**src/rtl/lsu_pkg.sv**
```systemverilog
// Shared definitions for the load/store unit: funct3 encodings, FSM states
// and the size/legality decode applied to every incoming request.
package lsu_pkg;

  localparam logic [2:0] F3_B  = 3'b000;
  localparam logic [2:0] F3_H  = 3'b001;
  localparam logic [2:0] F3_W  = 3'b010;
  localparam logic [2:0] F3_BU = 3'b100;
  localparam logic [2:0] F3_HU = 3'b101;

  typedef enum logic [1:0] {
    IDLE = 2'd0,
    LO   = 2'd1,
    HI   = 2'd2,
    FIN  = 2'd3
  } state_e;

  // size is the access width in bytes (1, 2 or 4)
  typedef struct packed {
    logic       err;
    logic [2:0] size;
  } dec_t;

  // Byte count comes from funct3[1:0]; legality depends on load vs store,
  // since the unsigned variants only make sense for loads.
  function automatic dec_t decode(input logic [2:0] f3, input logic wren);
    dec_t d;
    case (f3[1:0])
      2'b00:   d.size = 3'd1;
      2'b01:   d.size = 3'd2;
      default: d.size = 3'd4;
    endcase
    if (wren) begin
      d.err = !((f3 == F3_B) || (f3 == F3_H) || (f3 == F3_W));
    end else begin
      d.err = !((f3 == F3_B) || (f3 == F3_H) || (f3 == F3_W) ||
                (f3 == F3_BU) || (f3 == F3_HU));
    end
    return d;
  endfunction

endpackage

```
**src/rtl/lsu_align.sv**
```systemverilog
// Combinational lane steering for the load/store unit. Stores are spread
// over a 64-bit (two-word) window; loads are pulled out of a two-word window
// and extended according to funct3.
module lsu_align
  import lsu_pkg::*;
(
  input  logic [1:0]  st_off_i,
  input  logic [2:0]  st_size_i,
  input  logic [31:0] st_wdata_i,
  output logic [63:0] st_data_o,
  output logic [7:0]  st_mask_o,
  input  logic [1:0]  ld_off_i,
  input  logic [2:0]  ld_f3_i,
  input  logic [31:0] ld_lo_i,
  input  logic [31:0] ld_hi_i,
  output logic [31:0] ld_data_o
);

  logic [3:0]  lane_m;
  logic [31:0] ld_word;

  // Store: mask of s ones and the data, both shifted up by the byte offset
  always_comb begin
    case (st_size_i)
      3'd1:    lane_m = 4'b0001;
      3'd2:    lane_m = 4'b0011;
      default: lane_m = 4'b1111;
    endcase
    st_mask_o = {4'b0000, lane_m} << st_off_i;
    st_data_o = {32'h0000_0000, st_wdata_i} << {st_off_i, 3'b000};
  end

  // Load: shift the {hi, lo} pair down by the offset, then truncate/extend
  always_comb begin
    ld_word = 32'({ld_hi_i, ld_lo_i} >> {ld_off_i, 3'b000});
    case (ld_f3_i)
      F3_B:    ld_data_o = {{24{ld_word[7]}}, ld_word[7:0]};
      F3_BU:   ld_data_o = {24'h00_0000, ld_word[7:0]};
      F3_H:    ld_data_o = {{16{ld_word[15]}}, ld_word[15:0]};
      F3_HU:   ld_data_o = {16'h0000, ld_word[15:0]};
      default: ld_data_o = ld_word;
    endcase
  end

endmodule

```
**src/rtl/lsu.sv**
```systemverilog
// Load/store unit: accepts one request per handshake, issues one or two
// word-aligned memory cycles (two when the access straddles a word
// boundary) and returns a registered one-cycle response.
module lsu
  import lsu_pkg::*;
(
  input  logic        i_clk,
  input  logic        i_reset,
  input  logic        i_req_valid,
  output logic        o_req_ready,
  input  logic [31:0] i_req_addr,
  input  logic [31:0] i_req_wdata,
  input  logic        i_req_wren,
  input  logic [2:0]  i_req_funct3,
  output logic        o_rsp_valid,
  output logic [31:0] o_rsp_rdata,
  output logic        o_rsp_err,
  output logic [31:0] o_mem_addr,
  output logic [31:0] o_mem_wdata,
  output logic [3:0]  o_mem_bmask,
  output logic        o_mem_wren,
  input  logic [31:0] i_mem_rdata
);

  state_e      state_q, state_d;
  dec_t        dec;
  logic        accept;
  logic        split_req;

  // Request context captured at accept
  logic        wren_q, split_q;
  logic [1:0]  off_q;
  logic [2:0]  f3_q;
  logic [31:0] st_hi_q;
  logic [3:0]  mask_hi_q;
  logic [31:0] lo_word_q;

  logic [63:0] st_data;
  logic [7:0]  st_mask;
  logic [31:0] ld_lo;
  logic [31:0] ld_data;

  logic        rsp_valid_q, rsp_valid_d;
  logic [31:0] rsp_rdata_q, rsp_rdata_d;
  logic        rsp_err_q, rsp_err_d;
  logic [31:0] mem_addr_q, mem_addr_d;
  logic [31:0] mem_wdata_q, mem_wdata_d;
  logic [3:0]  mem_bmask_q, mem_bmask_d;
  logic        mem_wren_q, mem_wren_d;

  assign o_req_ready = (state_q == IDLE);
  assign accept      = i_req_valid & o_req_ready;
  assign dec         = decode(i_req_funct3, i_req_wren);
  // Offset plus size past 4 bytes means the access spills into the next word
  assign split_req   = ({2'b00, i_req_addr[1:0]} + {1'b0, dec.size}) > 4'd4;
  // An aligned load has only one word, which arrives in FIN
  assign ld_lo       = split_q ? lo_word_q : i_mem_rdata;

  assign o_rsp_valid = rsp_valid_q;
  assign o_rsp_rdata = rsp_rdata_q;
  assign o_rsp_err   = rsp_err_q;
  assign o_mem_addr  = mem_addr_q;
  assign o_mem_wdata = mem_wdata_q;
  assign o_mem_bmask = mem_bmask_q;
  assign o_mem_wren  = mem_wren_q;

  lsu_align u_align (
    .st_off_i   (i_req_addr[1:0]),
    .st_size_i  (dec.size),
    .st_wdata_i (i_req_wdata),
    .st_data_o  (st_data),
    .st_mask_o  (st_mask),
    .ld_off_i   (off_q),
    .ld_f3_i    (f3_q),
    .ld_lo_i    (ld_lo),
    .ld_hi_i    (i_mem_rdata),
    .ld_data_o  (ld_data)
  );

  // State register
  always_ff @(posedge i_clk or posedge i_reset) begin
    if (i_reset) begin
      state_q <= IDLE;
    end else begin
      state_q <= state_d;
    end
  end

  // Next-state: errors never leave IDLE; stores end after their last write
  always_comb begin
    state_d = state_q;
    case (state_q)
      IDLE: if (accept && !dec.err) state_d = LO;
      LO: begin
        if (split_q)     state_d = HI;
        else if (wren_q) state_d = IDLE;
        else             state_d = FIN;
      end
      HI:      state_d = wren_q ? IDLE : FIN;
      FIN:     state_d = IDLE;
      default: state_d = IDLE;
    endcase
  end

  // Output next-state: memory cycle for the state being entered, and the response
  always_comb begin
    rsp_valid_d = 1'b0;
    rsp_rdata_d = rsp_rdata_q;
    rsp_err_d   = rsp_err_q;
    mem_addr_d  = 32'h0000_0000;
    mem_wdata_d = 32'h0000_0000;
    mem_bmask_d = 4'b0000;
    mem_wren_d  = 1'b0;
    case (state_q)
      IDLE: begin
        if (accept) begin
          if (dec.err) begin
            rsp_valid_d = 1'b1;
            rsp_err_d   = 1'b1;
            rsp_rdata_d = 32'h0000_0000;
          end else begin
            mem_addr_d = {i_req_addr[31:2], 2'b00};
            if (i_req_wren) begin
              mem_wdata_d = st_data[31:0];
              mem_bmask_d = st_mask[3:0];
              mem_wren_d  = 1'b1;
            end
          end
        end
      end
      LO: begin
        if (split_q) begin
          // Next word wraps modulo 2^32
          mem_addr_d = mem_addr_q + 32'd4;
          if (wren_q) begin
            mem_wdata_d = st_hi_q;
            mem_bmask_d = mask_hi_q;
            mem_wren_d  = 1'b1;
          end
        end else if (wren_q) begin
          rsp_valid_d = 1'b1;
          rsp_err_d   = 1'b0;
          rsp_rdata_d = 32'h0000_0000;
        end
      end
      HI: begin
        if (wren_q) begin
          rsp_valid_d = 1'b1;
          rsp_err_d   = 1'b0;
          rsp_rdata_d = 32'h0000_0000;
        end
      end
      FIN: begin
        rsp_valid_d = 1'b1;
        rsp_err_d   = 1'b0;
        rsp_rdata_d = ld_data;
      end
      default: ;
    endcase
  end

  // Output registers, cleared asynchronously so a reset drops any access in flight
  always_ff @(posedge i_clk or posedge i_reset) begin
    if (i_reset) begin
      rsp_valid_q <= 1'b0;
      rsp_rdata_q <= 32'h0000_0000;
      rsp_err_q   <= 1'b0;
      mem_addr_q  <= 32'h0000_0000;
      mem_wdata_q <= 32'h0000_0000;
      mem_bmask_q <= 4'b0000;
      mem_wren_q  <= 1'b0;
    end else begin
      rsp_valid_q <= rsp_valid_d;
      rsp_rdata_q <= rsp_rdata_d;
      rsp_err_q   <= rsp_err_d;
      mem_addr_q  <= mem_addr_d;
      mem_wdata_q <= mem_wdata_d;
      mem_bmask_q <= mem_bmask_d;
      mem_wren_q  <= mem_wren_d;
    end
  end

  // Request control flags, captured at accept
  always_ff @(posedge i_clk or posedge i_reset) begin
    if (i_reset) begin
      wren_q  <= 1'b0;
      split_q <= 1'b0;
    end else if (accept) begin
      wren_q  <= i_req_wren;
      split_q <= split_req;
    end
  end

  // Request data and the low load word; no reset needed, only read once qualified
  always_ff @(posedge i_clk) begin
    if (accept) begin
      off_q     <= i_req_addr[1:0];
      f3_q      <= i_req_funct3;
      st_hi_q   <= st_data[63:32];
      mask_hi_q <= st_mask[7:4];
    end
    if (state_q == HI) begin
      lo_word_q <= i_mem_rdata;
    end
  end

endmodule

```
**config.mk**
```make
export PLATFORM = sky130hd
export DESIGN_NAME = lsu
export DESIGN_NICKNAME = d
export VERILOG_FILES = /design/src/rtl/lsu_pkg.sv /design/src/rtl/lsu_align.sv /design/src/rtl/lsu.sv
export SDC_FILE = /design/constraint.sdc
export NUM_CORES = 1
export LEC_CHECK = 0
export ABC_AREA = 1
export CORE_ASPECT_RATIO = 0.8
export CORE_MARGIN = 5
export CORE_UTILIZATION = 46
export CTS_CLUSTER_SIZE = 16
export DETAILED_ROUTE_END_ITERATION = 10
export PLACE_DENSITY = 0.77
export SLEW_MARGIN = 0
export SYNTH_ARGS = -nofsm -noshare
export SYNTH_HDL_FRONTEND = slang
export SYNTH_SLANG_ARGS = --single-unit
```
**constraint.sdc**
```tcl
create_clock -name i_clk -period 3.6 [get_ports i_clk]
set_input_delay 0.72 -clock i_clk [delete_from_list [all_inputs] [get_ports i_clk]]
set_output_delay 0.72 -clock i_clk [all_outputs]
set_load 0.02 [all_outputs]
```
==> flow_metrics.env <==
export IMPL_worst_setup_path_type="reg -> out"
export IMPL_worstPathMaxFanout=10
export IMPL_post_drt_wl_per_cell_microns=17.4
export IMPL_holdCritPathClass="reg -> reg"
export IMPL_dieArea_sq_mm=0.0232
export IMPL_clockRootBuffer="clkbuf_16"
export IMPL_drive_gt1_frac=0.0667
export IMPL_cts_num_sinks=169
export IMPL_grt_use_total=0.248
export IMPL_diodes=0
export IMPL_crit_chain="inv_1 > ha_1 > clkdlybuf4s50_1"
export IMPL_die_y_microns=137
export IMPL_drt_iter0_markers=1226
export IMPL_ys_types=43
export IMPL_crit_path_end="o_req_ready"
export IMPL_synth_cells=1197
export IMPL_grt_max_degree=56
export IMPL_vias=8891
export IMPL_clk_latency_ps=440
export IMPL_rsz0062_at_grt="false"
export IMPL_drtPass1Iterations=5
export IMPL_wl_mm=28.8
export IMPL_post_cts_buffers=0
export IMPL_numCtsBuffers=17
export IMPL_maxCapViolCount=0
export IMPL_crit_arrival_ps=2100
export IMPL_routabilityCongestion=0.921
export IMPL_synth_flop_cell="dfrtp_1"
export IMPL_period_share=0.784
export IMPL_crit_path_end_kind="primary output"
export IMPL_io_pins=207
export IMPL_fp_dieW_microns=169
export IMPL_synth_seq_cells=169
export IMPL_postCtsResizedCells=0
export IMPL_worstMarginPinSlew_ps=894
export IMPL_final_nets=1494
export IMPL_vdd_drop_max_v=0.000358
export IMPL_antenna_found_initial=0
export IMPL_viasPerCell=5.36
export IMPL_max_clock_path_buffers=2
export IMPL_cp_slowest_stage_delay_ps=750
export IMPL_cts_tree="yes"
export IMPL_async_flop_share=0.621
export IMPL_post_route_min_period_ps=2820
export IMPL_pre_cts_slack_ps=790
export IMPL_startpoint="state_q[0]"
export IMPL_required_ps=2880
export IMPL_reg2reg_setup_slack_ps=1050
export IMPL_drv_slew=0
export IMPL_syn_avg_cell_area_sq_um=7.78
export IMPL_grt_pass1_wl_mm=45.1
export IMPL_drc=0
export IMPL_outcome="complete, no violations"
export IMPL_dpl_cell_area_sq_mm=0.0115
export IMPL_final_antenna_net_count=0
export IMPL_io_buffer_count=204
export IMPL_synth_seq_area_share=0.489
export IMPL_std_cell_rows=46
export IMPL_leakage_nw=5.41
export IMPL_core_area_sq_mm=0.0199
export IMPL_synth_area_sq_mm=0.00931
export IMPL_synth_edf_count=64
export IMPL_timing_rr_start="state_q[0]"
export IMPL_first_global_vias=8199
export IMPL_area_growth_pct=29.5
export IMPL_hold_viol=0
export IMPL_skew_ps=11.4
export IMPL_cts_hold_buf=0
export IMPL_ff2ff_path_depth=9
export IMPL_fin_ws_ps=776
export IMPL_power_total_w=0.00749
export IMPL_ys_warn_count=0
export IMPL_timing_rr_end="o_mem_addr[27]"
export IMPL_final_setup_tns_ps=0
export IMPL_dp_hpwl_mm=20.8
export IMPL_cts_max_level=4
export IMPL_setup_viol=0
export IMPL_initial_utilization=0.469
export IMPL_slew_headroom=0.404
export IMPL_clock_fmax_mhz=354
export IMPL_overflow=0
export IMPL_power_density_mw_per_mm2=622
export IMPL_cts_clk_slew_worst_paths_ps=70
export IMPL_critPathLaunchType="register"
export IMPL_stdcell_area_sq_mm=0.0121
export IMPL_critPathSlowestCell="clkdlybuf4s50_1"
## layer usage
| metal | vias up | GRT usage | wire (microns) |
|---|---|---|---|
| li1 | 4272 | - | - |
| met1 | 4130 | 0.365 | 12700 |
| met2 | 445 | 0.367 | 12600 |
| met3 | 44 | 0.0588 | 2800 |
| met4 | 0 | 0.0751 | 639 |
| met5 | - | 0 | 0 |
## area by class of cell
class                           instances  area, sq um
Clock inverter                         13          106
Clock buffer                           19          454
Fill cell                            1752         7800
Tap cell                              264          330
Inverter                               97          374
Timing Repair Buffer                  222         2190
Sequential cell                       169         4550
Multi-Input combinational cell        874         4050
## worst min-delay path by stage
stage / startpoint / endpoint / slack, ps / cells past startpoint
after floorplan: st_hi_q[6] / o_mem_wdata[6] / 450 / 2
after global placement: st_hi_q[12] / o_mem_wdata[12] / 460 / 2
after detailed placement: o_rsp_rdata[30] / o_rsp_rdata[30] / 460 / 2
after CTS: o_rsp_rdata[13] / o_rsp_rdata[13] / 490 / 2
after global routing: o_rsp_rdata[15] / o_rsp_rdata[15] / 500 / 2
final: o_rsp_rdata[13] / o_rsp_rdata[13] / 480 / 2
## cells by family after synthesis
group	after synthesis	synth area share
compound gates	160	0.103
xor+xnor	1	0.000941
fa+ha+maj	10	0.0142
buf+inv	155	0.0766
flops	169	0.489
mux	1	0.00108
other cells	1	0.000403
simple gates	700	0.315
## where the power goes
group | total (W) | switching, W | internal, W | leakage (nW)
clock | 0.00176 | 0.000824 | 0.000940 | 0.272
sequential | 0.00276 | 0.000301 | 0.00246 | 2.03
combinational | 0.00297 | 0.00190 | 0.00107 | 3.10
total | 0.00749 | 0.00302 | 0.00447 | 5.41
## critical path, delay by kind of cell, from the launching register on
kind | cells | cell delay [ps]
buffers and inverters | 2 | 860
flip-flops | 1 | 400
adder cells (fa/ha/maj) | 1 | 410
## registers in the layout, indices dropped and copies added (netlist names), 2 cells and up
register     cells
lo_word_q       32
o_mem_wdata     32
o_rsp_rdata     32
o_mem_addr      30
st_hi_q         24
o_mem_bmask      4
f3_q             3
mask_hi_q        3
off_q            2
state_q          2
## synthesized netlist by cell type (2+ instances only)
library cell / number / area [sq um]
nand2_4: 2 / 22.5
buf_6: 8 / 90.1
o31ai_1: 8 / 60.1
clkbuf_1: 16 / 60.1
inv_2: 4 / 15.0
nor2_2: 4 / 25.0
nand3_2: 9 / 90.1
a21oi_2: 10 / 87.6
buf_1: 3 / 11.3
o211ai_1: 4 / 30.0
nor2_1: 98 / 368
edfxtp_1: 64 / 1920
nand2_1: 446 / 1670
o21a_1: 7 / 52.6
o21bai_1: 3 / 22.5
inv_4: 3 / 18.8
a21oi_1: 26 / 130
nand4_1: 8 / 50.1
a32o_1: 2 / 20.0
buf_4: 10 / 75.1
ha_1: 9 / 113
buf_2: 21 / 105
nand2_2: 7 / 43.8
o21ai_0: 83 / 415
a22oi_1: 8 / 60.1
nand3_1: 119 / 596
nor3_1: 4 / 20.0
dfrtp_1: 105 / 2630
inv_1: 89 / 334
nand3_4: 2 / 35.0
o2111ai_1: 3 / 26.3
## metrics by stage
step / util / instances / hold WS, ps
global placement: 0.579 / 1626 / 461
floorplan: - / 1198 / 455
detailed placement: 0.579 / 1626 / 464
global route: 0.607 / 1658 / 501
finish: 0.607 / 1658 / 480
CTS: 0.607 / 1658 / 485
## cells in the final DEF, fill, tap and decap left out, types with 3 or more instances in the layout
cell             instances
a21oi_1                 26
a21oi_2                 10
a22oi_1                  8
buf_4                   17
clkbuf_16               18
clkdlybuf4s50_1        204
clkinv_4                 3
dfrtp_1                105
edfxtp_1                64
ha_1                     9
inv_1                   88
inv_2                    4
inv_4                    4
inv_6                    5
nand2_1                446
nand2_2                  7
nand3_1                119
nand3_2                  9
nand4_1                  8
nor2_1                  98
nor2_2                   4
nor3_1                   4
o2111ai_1                3
o211ai_1                 4
o21a_1                   7
o21ai_0                 83
o21bai_1                 3
o31ai_1                  8
(Power assumes the default switching activity.)
